### config.mk
export PLATFORM = sky130hd
export DESIGN_NAME = mbscore_alu_arbiter
export DESIGN_NICKNAME = d
export VERILOG_FILES = /design/src/rtl/mbscore_alu_arbiter_pkg.sv /design/src/rtl/mbscore_alu_arbiter_alu.sv /design/src/rtl/mbscore_alu_arbiter.sv
export SDC_FILE = /design/constraint.sdc
export NUM_CORES = 1
export LEC_CHECK = 0
export CAP_MARGIN = 20
export CORE_MARGIN = 2
export CORE_UTILIZATION = 35
export CTS_CLUSTER_SIZE = 8
export DETAILED_ROUTE_END_ITERATION = 12
export MAX_ROUTING_LAYER = met4
export PLACE_DENSITY = 0.64
export SYNTH_ARGS = -nofsm -noshare
export SYNTH_HDL_FRONTEND = slang
export SYNTH_SLANG_ARGS = --single-unit
### constraint.sdc
create_clock -name clk -period 3.8 [get_ports clk]
set_input_delay 1.14 -clock clk [delete_from_list [all_inputs] [get_ports clk]]
set_output_delay 1.14 -clock clk [all_outputs]
set_load 0.01 [all_outputs]
### src/rtl/mbscore_alu_arbiter_pkg.sv
// Shared constants for the MBScore ALU arbiter: data/op widths, ALU op codes,
// the parked idle op code and the arbiter state encodings.
package mbscore_alu_arbiter_pkg;

  localparam int DATA_WIDTH   = 32;
  localparam int ALU_OP_WIDTH = 5;

  typedef logic [ALU_OP_WIDTH-1:0] alu_op_t;

  localparam alu_op_t ALU_OP_ADD  = 5'd0;
  localparam alu_op_t ALU_OP_ADDU = 5'd1;
  localparam alu_op_t ALU_OP_SUB  = 5'd2;
  localparam alu_op_t ALU_OP_SUBU = 5'd3;
  localparam alu_op_t ALU_OP_AND  = 5'd4;
  localparam alu_op_t ALU_OP_OR   = 5'd5;
  localparam alu_op_t ALU_OP_XOR  = 5'd6;
  localparam alu_op_t ALU_OP_NOR  = 5'd7;
  localparam alu_op_t ALU_OP_SLL  = 5'd8;
  localparam alu_op_t ALU_OP_SRL  = 5'd9;
  localparam alu_op_t ALU_OP_SRA  = 5'd10;
  localparam alu_op_t ALU_OP_EQ   = 5'd11;
  localparam alu_op_t ALU_OP_NE   = 5'd12;
  localparam alu_op_t ALU_OP_LT   = 5'd13;
  localparam alu_op_t ALU_OP_LTU  = 5'd14;
  // All-ones, outside the defined range, so parking here always forces an op change.
  localparam alu_op_t ALU_OP_IDLE = 5'd31;

  typedef enum logic [1:0] {
    ARB_IDLE,
    ARB_ISSUE,
    ARB_RESP
  } arb_state_t;

  function automatic logic op_defined(input alu_op_t op);
    return op <= ALU_OP_LTU;
  endfunction

  function automatic logic op_has_carry(input alu_op_t op);
    return (op == ALU_OP_ADD) || (op == ALU_OP_SUB);
  endfunction

endpackage

### src/rtl/mbscore_alu_arbiter_alu.sv
// MBScore ALU datapath: combinational result and carry/borrow per op code.
// Undefined codes, including the parked idle code, produce zero.
module mbscore_alu_arbiter_alu
  import mbscore_alu_arbiter_pkg::*;
(
  input  logic                    rst,
  input  logic [ALU_OP_WIDTH-1:0] op,
  input  logic [DATA_WIDTH-1:0]   a,
  input  logic [DATA_WIDTH-1:0]   b,
  output logic [DATA_WIDTH-1:0]   result,
  output logic                    cf
);

  localparam int SHW = $clog2(DATA_WIDTH);

  logic [DATA_WIDTH:0] sum_ext;
  logic [DATA_WIDTH:0] diff_ext;
  logic [SHW-1:0]      shamt;

  // The extra top bit of the difference is the borrow out.
  assign sum_ext  = {1'b0, a} + {1'b0, b};
  assign diff_ext = {1'b0, a} - {1'b0, b};
  assign shamt    = b[SHW-1:0];

  always_comb begin
    result = '0;
    cf     = 1'b0;
    if (!rst) begin
      case (op)
        ALU_OP_ADD: begin
          result = sum_ext[DATA_WIDTH-1:0];
          cf     = sum_ext[DATA_WIDTH];
        end
        ALU_OP_ADDU: result = sum_ext[DATA_WIDTH-1:0];
        ALU_OP_SUB: begin
          result = diff_ext[DATA_WIDTH-1:0];
          cf     = diff_ext[DATA_WIDTH];
        end
        ALU_OP_SUBU: result = diff_ext[DATA_WIDTH-1:0];
        ALU_OP_AND:  result = a & b;
        ALU_OP_OR:   result = a | b;
        ALU_OP_XOR:  result = a ^ b;
        ALU_OP_NOR:  result = ~(a | b);
        ALU_OP_SLL:  result = a << shamt;
        ALU_OP_SRL:  result = a >> shamt;
        ALU_OP_SRA:  result = $signed(a) >>> shamt;
        ALU_OP_EQ:   result = {{(DATA_WIDTH-1){1'b0}}, a == b};
        ALU_OP_NE:   result = {{(DATA_WIDTH-1){1'b0}}, a != b};
        ALU_OP_LT:   result = {{(DATA_WIDTH-1){1'b0}}, $signed(a) < $signed(b)};
        ALU_OP_LTU:  result = {{(DATA_WIDTH-1){1'b0}}, a < b};
        default: ;
      endcase
    end
  end

endmodule

### src/rtl/mbscore_alu_arbiter.sv
// Round-robin arbiter sharing one MBScore ALU between NUM_REQ requesters,
// sequencing each operation through IDLE -> ISSUE -> RESP with valid/ready on both sides.
module mbscore_alu_arbiter
  import mbscore_alu_arbiter_pkg::*;
#(
  parameter int                    NUM_REQ = 2,
  parameter logic [ALU_OP_WIDTH-1:0] IDLE_OP = ALU_OP_IDLE
) (
  input  logic                            clk,
  input  logic                            rst,
  input  logic [NUM_REQ-1:0]              req_valid,
  output logic [NUM_REQ-1:0]              req_ready,
  input  logic [NUM_REQ*DATA_WIDTH-1:0]   req_a,
  input  logic [NUM_REQ*DATA_WIDTH-1:0]   req_b,
  input  logic [NUM_REQ*ALU_OP_WIDTH-1:0] req_op,
  output logic [NUM_REQ-1:0]              resp_valid,
  input  logic [NUM_REQ-1:0]              resp_ready,
  output logic [DATA_WIDTH-1:0]           resp_data,
  output logic                            resp_cf,
  output logic                            resp_err,
  output logic                            busy
);

  localparam int PW = (NUM_REQ > 2) ? 2 : 1;

  arb_state_t                state;
  logic [PW-1:0]             rr_ptr;
  logic [PW-1:0]             owner;
  logic [DATA_WIDTH-1:0]     a_q;
  logic [DATA_WIDTH-1:0]     b_q;
  logic [ALU_OP_WIDTH-1:0]   alu_op_q;
  logic                      err_q;

  logic                      grant_found;
  logic [PW-1:0]             grant_idx;
  logic [PW-1:0]             cand;
  logic [ALU_OP_WIDTH-1:0]   grant_op;
  logic [DATA_WIDTH-1:0]     alu_result;
  logic                      alu_cf;

  function automatic logic [PW-1:0] wrap_add(input logic [PW-1:0] base, input int k);
    int s;
    s = int'(base) + k;
    if (s >= NUM_REQ) s = s - NUM_REQ;
    return PW'(s);
  endfunction

  // Round-robin pick: first valid requester searching from rr_ptr with wrap.
  always_comb begin
    grant_found = 1'b0;
    grant_idx   = '0;
    cand        = '0;
    for (int k = 0; k < NUM_REQ; k++) begin
      cand = wrap_add(rr_ptr, k);
      if (!grant_found && req_valid[cand]) begin
        grant_found = 1'b1;
        grant_idx   = cand;
      end
    end
  end

  assign grant_op  = req_op[int'(grant_idx)*ALU_OP_WIDTH +: ALU_OP_WIDTH];
  assign req_ready = (state == ARB_IDLE && !rst && grant_found) ? (NUM_REQ'(1) << grant_idx) : '0;
  assign busy      = (state != ARB_IDLE);

  mbscore_alu_arbiter_alu u_alu (
    .rst    (rst),
    .op     (alu_op_q),
    .a      (a_q),
    .b      (b_q),
    .result (alu_result),
    .cf     (alu_cf)
  );

  // The ALU op register is loaded at accept so the ALU has settled by the end of
  // ISSUE, when the response registers capture; it parks at IDLE_OP otherwise.
  always_ff @(posedge clk) begin
    if (rst) begin
      state      <= ARB_IDLE;
      rr_ptr     <= '0;
      owner      <= '0;
      a_q        <= '0;
      b_q        <= '0;
      alu_op_q   <= IDLE_OP;
      err_q      <= 1'b0;
      resp_valid <= '0;
      resp_data  <= '0;
      resp_cf    <= 1'b0;
      resp_err   <= 1'b0;
    end else begin
      case (state)
        ARB_IDLE: begin
          if (grant_found) begin
            owner    <= grant_idx;
            a_q      <= req_a[int'(grant_idx)*DATA_WIDTH +: DATA_WIDTH];
            b_q      <= req_b[int'(grant_idx)*DATA_WIDTH +: DATA_WIDTH];
            alu_op_q <= grant_op;
            err_q    <= !op_defined(grant_op);
            rr_ptr   <= wrap_add(grant_idx, 1);
            state    <= ARB_ISSUE;
          end
        end
        ARB_ISSUE: begin
          resp_valid <= NUM_REQ'(1) << owner;
          resp_err   <= err_q;
          resp_data  <= err_q ? '0 : alu_result;
          resp_cf    <= !err_q && op_has_carry(alu_op_q) && alu_cf;
          state      <= ARB_RESP;
        end
        ARB_RESP: begin
          if (resp_ready[owner]) begin
            resp_valid <= '0;
            resp_err   <= 1'b0;
            alu_op_q   <= IDLE_OP;
            state      <= ARB_IDLE;
          end
        end
        default: state <= ARB_IDLE;
      endcase
    end
  end

endmodule
==> results of run 1 <==
-- metrics by stage --
stage / setup TNS [ns] / hold slack [ns] / worst slack [ns] / power, mW
2_1_floorplan: 0 / 0.4685 / 0.1986 / 3.524
3_3_place_gp: -0.5360 / 0.4341 / -0.2978 / 4.814
3_5_place_dp: -0.4873 / 0.4413 / -0.2979 / 4.819
4_1_cts: 0 / 0.4528 / 0.01543 / 5.923
5_1_grt: 0 / 0.4876 / 0.03566 / 6.281
6_report: 0 / 0.4493 / 0.08447 / 5.984
-- report_power, final --
part / total (mW) / switching (mW) / internal [mW]
Sequential: 1.38 / 0.132 / 1.24
Clock: 1.08 / 0.542 / 0.542
Combinational: 3.52 / 2.14 / 1.38
Total: 5.98 / 2.82 / 3.17
-- final timing paths --
kind                                                 start  depth (start not counted)  slack (ns)                    endpoint
worst max register to register         b_q[1]$_SDFFE_PP0P_                         11        0.29        resp_cf$_SDFFE_PP0P_
worst max-delay path                          req_valid[0]                          6        0.08                req_ready[0]
worst min register to register  resp_data[27]$_SDFFE_PP0P_                          2        0.45  resp_data[27]$_SDFFE_PP0P_
worst min-delay path            resp_data[27]$_SDFFE_PP0P_                          2        0.45  resp_data[27]$_SDFFE_PP0P_
-- placed cells by master (no fill, tap or decap), types with 13 or more instances in the layout --
cell type        count
buf_4              155
nand2_1            221
a21o_1              18
a22oi_1             50
nand3_1             24
nand2b_1            18
a211oi_1            35
a31oi_1             13
or3_1               14
o211ai_1            25
a222oi_1            36
nor2b_1             15
o21ai_0            111
mux4_2              55
a221oi_1            14
dfxtp_1            104
inv_1               96
nor3_1              40
nor2_1             181
mux2i_1             64
o31ai_1             16
nor4_1              17
xnor2_1             43
ha_1               111
a21oi_1            138
clkdlybuf4s50_1    179
-- layout make-up --
cell class | instances | area [µm²] | area share
flip-flops and latches | 110 | 2217 | 0.1290
diodes | 2 | 5.005 | 0.0002912
inverters | 98 | 367.9 | 0.02141
multi-input cells | 1469 | 10570 | 0.6153
repair buffers | 341 | 3058 | 0.1779
clock inverters | 6 | 76.32 | 0.004441
well taps | 518 | 648.1 | 0.03771
clock buffers | 10 | 239.0 | 0.01391
-- Yosys cell counts (12+ instances only) --
cell type / n / area (µm²)
a211oi_1: 35 / 262.8
a21o_1: 18 / 135.1
a21oi_1: 138 / 690.7
a221oi_1: 14 / 122.6
a222oi_1: 36 / 360.4
a22oi_1: 50 / 375.4
a31oi_1: 13 / 81.33
buf_1: 13 / 48.80
buf_2: 40 / 200.2
clkbuf_1: 97 / 364.1
dfxtp_1: 110 / 2202
ha_1: 111 / 1389
inv_1: 96 / 360.4
mux2_2: 12 / 135.1
mux2i_1: 64 / 640.6
mux4_2: 55 / 1239
nand2_1: 221 / 829.6
nand2b_1: 18 / 112.6
nand3_1: 24 / 120.1
nor2_1: 183 / 686.9
nor2b_1: 16 / 100.1
nor3_1: 43 / 215.2
nor4_1: 17 / 106.4
o211ai_1: 25 / 187.7
o21ai_0: 112 / 560.5
o21ai_1: 12 / 60.06
o21bai_1: 12 / 90.09
o31ai_1: 16 / 120.1
or3_1: 14 / 87.58
xnor2_1: 43 / 376.6
-- timing repair --
| item | CTS | global route |
|---|---|---|
| setup endpoints to repair | 2 | 2 |
| gates cloned | 0 | 0 |
| resized for setup | 4 | 2 |
| setup buffers | 1 | 0 |
| pin swaps | 1 | 0 |
-- sequential cells by signal (all words and copies together), names as in the netlist --
register    cells
rr_ptr          1
a_q            32
resp_err        1
resp_cf         1
state           2
b_q            32
alu_op_q        5
resp_data      32
resp_valid      2
owner           1
err_q           1
-- metal layers --
layer | vias up | wire length (µm)
met5 | - | 0
met4 | 0 | 3342
met3 | 140 | 6405
met2 | 873 | 30550
met1 | 7681 | 29690
li1 | 7161 | -
-- cell families after synthesis --
family                   count (synthesis)
multiplexers                           132
buffers and inverters                  265
XOR/XNOR                                50
flip-flops                             110
AND/OR/NAND/NOR                        589
AO/OA/AOI/OAI                          585
adder cells (fa/ha/maj)                113
-- critical path, delay by kind of cell --
kind	cells	cell delay, ns
buffers and inverters	3	0.74
and+or+nand+nor	2	0.49
AOI/OAI and AO/OA	1	0.20
==> out/metrics.cfg, run 1 <==
[status]
status=complete, no violations

[timing]
slew_headroom=0.2899
setup_viol=0
clock_skew_ns=0.01385
tightest_slew_ns=1.056
clock.fmax_mhz=269.1
fin_crit_ns=3.716
rsz0062_at_grt=no
hold_viol_final=0
fin_crit_sh=0.9778
slew_violations=0

[power_and_ir_drop]
leakage_nw=6.775
p_per_area_nw_per_um2=348.2
vdd_drop_max_mv=0.2412

[synthesis]
synth_edf_count=0
syn_area_per_cell_um2=7.518
synth_cells=1844
async_reset_ff_frac=0
yosysWarnings=0
synth_fp_nets=2101
synth_mux_area_frac=0.1472
synth_compound_area_frac=0.2872
ys_seq_elements=110
synth_top_family_by_area=compound AO/OA/AOI/OAI gates
synth_seq_area_share=0.1588
synthXorXnorAreaFrac=0.03159
synthAdderAreaFrac=0.1031
syn_area_um2=13860
ys.flop_type=dfxtp_1
synthDistinctLibCells=82
synthSimpleGateAreaFrac=0.1905

[global_routing]
top_usage_layer=met2
track_usage=0.3438
grt_max_degree=90
grt_pass1_vias=14790
globalRouteOverflowTotal=0
grt_use_met3=0.05778
antenna_found_initial=2
use_met1=0.4588
grt_use_met2=0.5125
grt_pass1_wl_um=101600

[clock_network]
clkSlewWorstSetupHoldPaths_ns=0.08
cts_max_path_buffers=2
htreeDepth=3
ctsHoldBuffers=0
clock_latency_ns=0.40
root_buffer=clkbuf_16
cts.sinks=110
cts_tree=done
cts_buffers=9

[placed_design]
dp.cells=2535
hpwlAfterDp_um=54890
placed_cell_area_um2=16840
place.gp.congestion=1.060
port_buffers=182

[finish]
final_util=0.4416
fin_cells=2554
layout-drive-gt1-share=0.1401
fillCellCount=4052
area_growth_pct=23.96
fin_nets=2286
final_area_um2=17190

[worst_setup_path]
crit_path_max_fanout=3
crit_chain=clkdlybuf4s50_1 -> inv_1 -> o21ai_2 -> and2_1 -> nor2b_4 -> clkbuf_2
end_kind=primary output
critPathLaunchType=primary input
worstPathRequired_ns=2.66
crit_arrival_ns=2.58
path_class=primary input to primary output
crit_slowest_cell=clkdlybuf4s50_1
max_stage_delay_ns=0.49

[die]
io-pin-count=183
coreArea_um2=38920
die_area_um2=41220
rows=72
fp.dieW_um=203.0
dieHeight_um=203.0
start_util=0.3562

[routing]
dr.pass1.iters=7
ant_nets=0
wire_per_inst_um=27.40
drt-total-wl_um=69990
drc_errors=0
via_count=15860
drt_iter0_drc=2210
viasPerCell=6.208

[worst_hold_path]
hp-class=register to register

[flow_run]
cap_viol_max_count=0

Power figures use the tool's default switching activity.
==> run 2: changes to the inputs <==
--- a/config.mk
+++ b/config.mk
@@ -5,13 +5,14 @@
 export SDC_FILE = /design/constraint.sdc
 export NUM_CORES = 1
 export LEC_CHECK = 0
+export ABC_AREA = 1
 export CAP_MARGIN = 20
 export CORE_MARGIN = 2
 export CORE_UTILIZATION = 35
 export CTS_CLUSTER_SIZE = 8
 export DETAILED_ROUTE_END_ITERATION = 12
 export MAX_ROUTING_LAYER = met4
-export PLACE_DENSITY = 0.64
+export PLACE_DENSITY = 0.63
 export SYNTH_ARGS = -nofsm -noshare
 export SYNTH_HDL_FRONTEND = slang
 export SYNTH_SLANG_ARGS = --single-unit
==> run 2 against run 1 <==
Compared with the run above: non-clock buffer count decreased by 77; setup slack got worse by 0.048 ns; register-to-register slack improved by 0.21 ns; flip-flop and latch count stayed put; via count up 24%; core utilization decreased by 2.4 points; clock-buffer cell count is 1 higher; global-route usage is 5.0 points higher; critical path depth shrank 1; clock power about the same.
==> out/metrics.cfg, run 2 <==
[placed_design]
hpwlAfterDp_um=70350  ; was 54890 µm
port_buffers=182  ; unchanged
place.gp.congestion=1.054  ; was 1.060
place_ws_ns=-0.1607  ; was -0.2979 ns
placed_cell_area_um2=17550  ; was 16840 µm²

[finish]
final_area_um2=17890  ; was 17190 µm²
multi_input_area_um2=10990  ; was 10570 µm²
seq_area_um2=2205  ; was 2217 µm²
area_growth_pct=18.75  ; was 23.96%
fin_nets=3167  ; was 2286
layout_common_cells=1001 x nand2_1, 383 x nand3_1, 308 x inv_1  ; was 221 x nand2_1, 181 x nor2_1, 179 x clkdlybuf4s50_1
fillCellCount=4818  ; was 4052
layout-drive-gt1-share=0.05249  ; was 0.1401
final_util=0.4180  ; was 0.4416
reg.largest.list=a_q (32), b_q (32), resp_data (32)  ; unchanged
final_common_cell=nand2_1  ; unchanged

[global_routing]
track_usage=0.3939  ; was 0.3438
grt_max_degree=68  ; was 90
grt_pass1_vias=18270  ; was 14790
globalRouteOverflowTotal=0  ; unchanged
antenna_found_initial=1  ; was 2
grt_pass1_wl_um=123600  ; was 101600 µm

[clock_network]
cts_max_path_buffers=2  ; unchanged
cts.sinks=110  ; unchanged
post-cts-setup-buffer-count=0  ; was 1
clock_latency_ns=0.42  ; was 0.40 ns
ctsHoldBuffers=0  ; unchanged
clkSlewWorstSetupHoldPaths_ns=0.07  ; was 0.08 ns
htreeDepth=3  ; unchanged
cts_buffers=9  ; unchanged
cts_tree=done  ; unchanged
root_buffer=clkbuf_16  ; unchanged
cts_resized=4  ; unchanged

[worst_setup_path]
cp-endpoint=req_ready[1]  ; was req_ready[0]
worstPathRequired_ns=2.66  ; about the same
r2r_cells=14  ; was 11
crit_top_cell=clkdlybuf4s50_1
rr_endpoint=resp_data[14]$_SDFFE_PP0P_  ; was resp_cf$_SDFFE_PP0P_
crit_chain=clkdlybuf4s50_1 -> inv_1 -> o21ai_4 -> nor3_4 -> clkdlybuf4s50_1  ; was clkdlybuf4s50_1 -> inv_1 -> o21ai_2 -> and2_1 -> nor2b_4 -> clkbuf_2
r2r_slack_ns=0.50  ; was 0.29 ns
path_delay_family=buffers and inverters  ; unchanged
path_class=primary input to primary output  ; unchanged
r2r_start=b_q[0]$_SDFFE_PP0P_  ; was b_q[1]$_SDFFE_PP0P_
crit_arrival_ns=2.62  ; was 2.58 ns
critPathLaunchType=primary input  ; unchanged
end_kind=primary output  ; unchanged
crit_cells=5  ; was 6
max_stage_delay_ns=0.59  ; was 0.49 ns
crit_start=req_valid[0]  ; unchanged
crit_slowest_cell=clkdlybuf4s50_1  ; unchanged
cp_num_buf_inv=3  ; unchanged
crit_path_max_fanout=4  ; was 3

[synthesis]
synth_cells=2771  ; was 1844
yosys.area.top_type=nand2_1  ; was dfxtp_1
ys.flop_type=dfxtp_1  ; unchanged
synth_edf_count=0  ; unchanged
netlist.area_leader.share=0.2494  ; was 0.1588
synth_seq_area_share=0.1462  ; was 0.1588
async_reset_ff_frac=0  ; unchanged
synthDistinctLibCells=54  ; was 82
ys_seq_elements=110  ; unchanged
yosysWarnings=0  ; unchanged
syn_area_um2=15060  ; was 13860 µm²
ys_top_cells_by_count=1001 x nand2_1, 383 x nand3_1, 309 x inv_1, 206 x nor2_1, 111 x ha_1  ; was 221 x nand2_1, 183 x nor2_1, 138 x a21oi_1, 112 x o21ai_0, 111 x ha_1
synth.most_common_cell=nand2_1  ; unchanged
yosys-top-cells-area=nand2_1 25%, dfxtp_1 15%, nand3_1 13%, ha_1 9.2%, inv_1 7.7%  ; was dfxtp_1 16%, ha_1 10%, mux4_2 8.9%, nand2_1 6.0%, a21oi_1 5.0%
syn_area_per_cell_um2=5.436  ; was 7.518 µm²
synth_fp_nets=3028  ; was 2101

[die]
die_area_um2=44710  ; was 41220 µm²
dieHeight_um=211.5  ; was 203.0 µm
rows=76  ; was 72
fp.dieW_um=211.5  ; was 203.0 µm
coreArea_um2=42790  ; was 38920 µm²
io-pin-count=183  ; unchanged
start_util=0.3520  ; was 0.3562

[worst_hold_path]
min_path_cells=2  ; unchanged
hp-class=register to register  ; unchanged

[routing]
drt-total-wl_um=85430  ; was 69990 µm
wire_per_inst_um=24.67  ; was 27.40 µm
ant_nets=0  ; unchanged
viasPerCell=5.675  ; was 6.208
drt_iter0_drc=2455  ; was 2210
via_count=19650  ; was 15860
dr.pass1.iters=6  ; was 7
drc_errors=0  ; unchanged

[timing]
clock_skew_ns=0.02454  ; was 0.01385 ns
slew_violations=0  ; unchanged
clock.fmax_mhz=265.7  ; was 269.1 MHz
setup_viol=0  ; unchanged
slew_headroom=0.4513  ; was 0.2899
setup_tns_ns=0  ; unchanged
rsz0062_at_grt=no  ; unchanged
fin_ws_ns=0.03608  ; was 0.08447 ns
fin_crit_ns=3.764  ; was 3.716 ns
tightest_slew_ns=0.8222  ; was 1.056 ns
hold_viol_final=0  ; unchanged
fin_crit_sh=0.9905  ; was 0.9778

[power_and_ir_drop]
p_comb_frac=0.589  ; about the same
internal-power_mw=2.845  ; was 3.168 mW
p_sw_mw=3.216  ; was 2.815 mW
p_per_area_nw_per_um2=338.9  ; was 348.2 nW/µm²
pwr-share-seq=0.233  ; was 0.230
vdd_drop_max_mv=0.1945  ; was 0.2412 mV
swShare=0.5306  ; was 0.4705
leakage_nw=8.633  ; was 6.775 nW
pwr-share-clk=0.178  ; was 0.181
total_power_mw=6.062  ; was 5.984 mW

[status]
status=complete, no violations  ; unchanged

[flow_run]
cap_viol_max_count=0  ; unchanged

-- run 2: cell count changes in the layout (fill, tap and decap cells not counted), moves of 30 or more --
cell / delta
a211oi_1: -31
a21oi_1: -30
a222oi_1: -36
buf_4: -75
inv_1: +212
mux2i_1: -60
mux4_2: -55
nand2_1: +780
nand3_1: +359
xnor2_1: -43
-- run 2: per-layer routing --
| metal | vias up | share of wire | GRT usage |
|---|---|---|---|
| met1 | 9169 | 0.45 | 0.5456 |
| met3 | 122 | 0.099 | 0.07061 |
| met2 | 1120 | 0.41 | 0.5590 |
| met4 | 0 | 0.048 | 0.1637 |
| met5 | - | 0 | - |
| li1 | 9241 | - | - |
-- run 2: cell type report --
| cell class | count | area share |
|---|---|---|
| antenna | 2 | 0.0002798 |
| clock buffer | 11 | 0.01413 |
| clock inverter | 5 | 0.003637 |
| inverter | 326 | 0.06855 |
| multi-input combinational | 2199 | 0.6146 |
| sequential | 110 | 0.1233 |
| tap | 546 | 0.03819 |
| timing repair buffer | 264 | 0.1373 |
-- run 2: logic make-up (layout without fill, tap and decap cells) --
family | count (synthesis) | after routing | share of synthesized area
adders and majority gates | 113 | 113 | 0.09486
and+or+nand+nor | 1711 | 1711 | 0.4820
AOI/OAI and AO/OA | 367 | 367 | 0.1449
muxes | 4 | 4 | 0.002658
DFF | 110 | 110 | 0.1462
buffers and inverters | 462 | 606 | 0.1270
xor gates and xnor gates | 4 | 4 | 0.002326
other | 0 | 2 | 0
-- run 2: worst min-delay path by stage --
stage / start / to / slack (ns)
2_1_floorplan: owner$_SDFFE_PP0P_ / owner$_SDFFE_PP0P_ / 0.47
3_3_place_gp: resp_data[1]$_SDFFE_PP0P_ / resp_data[1]$_SDFFE_PP0P_ / 0.45
3_5_place_dp: resp_data[18]$_SDFFE_PP0P_ / resp_data[18]$_SDFFE_PP0P_ / 0.45
4_1_cts: resp_data[13]$_SDFFE_PP0P_ / resp_data[13]$_SDFFE_PP0P_ / 0.47
5_1_grt: resp_data[17]$_SDFFE_PP0P_ / resp_data[17]$_SDFFE_PP0P_ / 0.48
6_report: resp_data[11]$_SDFFE_PP0P_ / resp_data[11]$_SDFFE_PP0P_ / 0.46
-- run 2: worst min-delay path, stage by stage (launching register included) --
cell and delay, ns:
dfxtp_1 0.31, nand2_1 0.06, a21oi_1 0.05
-- run 2: power groups by stage --
stage | clock (mW) | sequential (mW) | combinational (mW)
finish | 1.08 | 1.41 | 3.57
global route | 1.12 | 1.41 | 3.87
CTS | 1.09 | 1.40 | 3.44
detailed placement | 0 | 1.43 | 3.43
global placement | 0 | 1.43 | 3.43
floorplan | 0 | 1.36 | 2.13
-- run 2: through the flow --
stage          instances  hold WS [ns]
2_1_floorplan       2771        0.4677
3_5_place_dp        3445        0.4544
5_1_grt             3462        0.4822
6_report            3463        0.4628
4_1_cts             3461        0.4659
3_3_place_gp        3445        0.4525
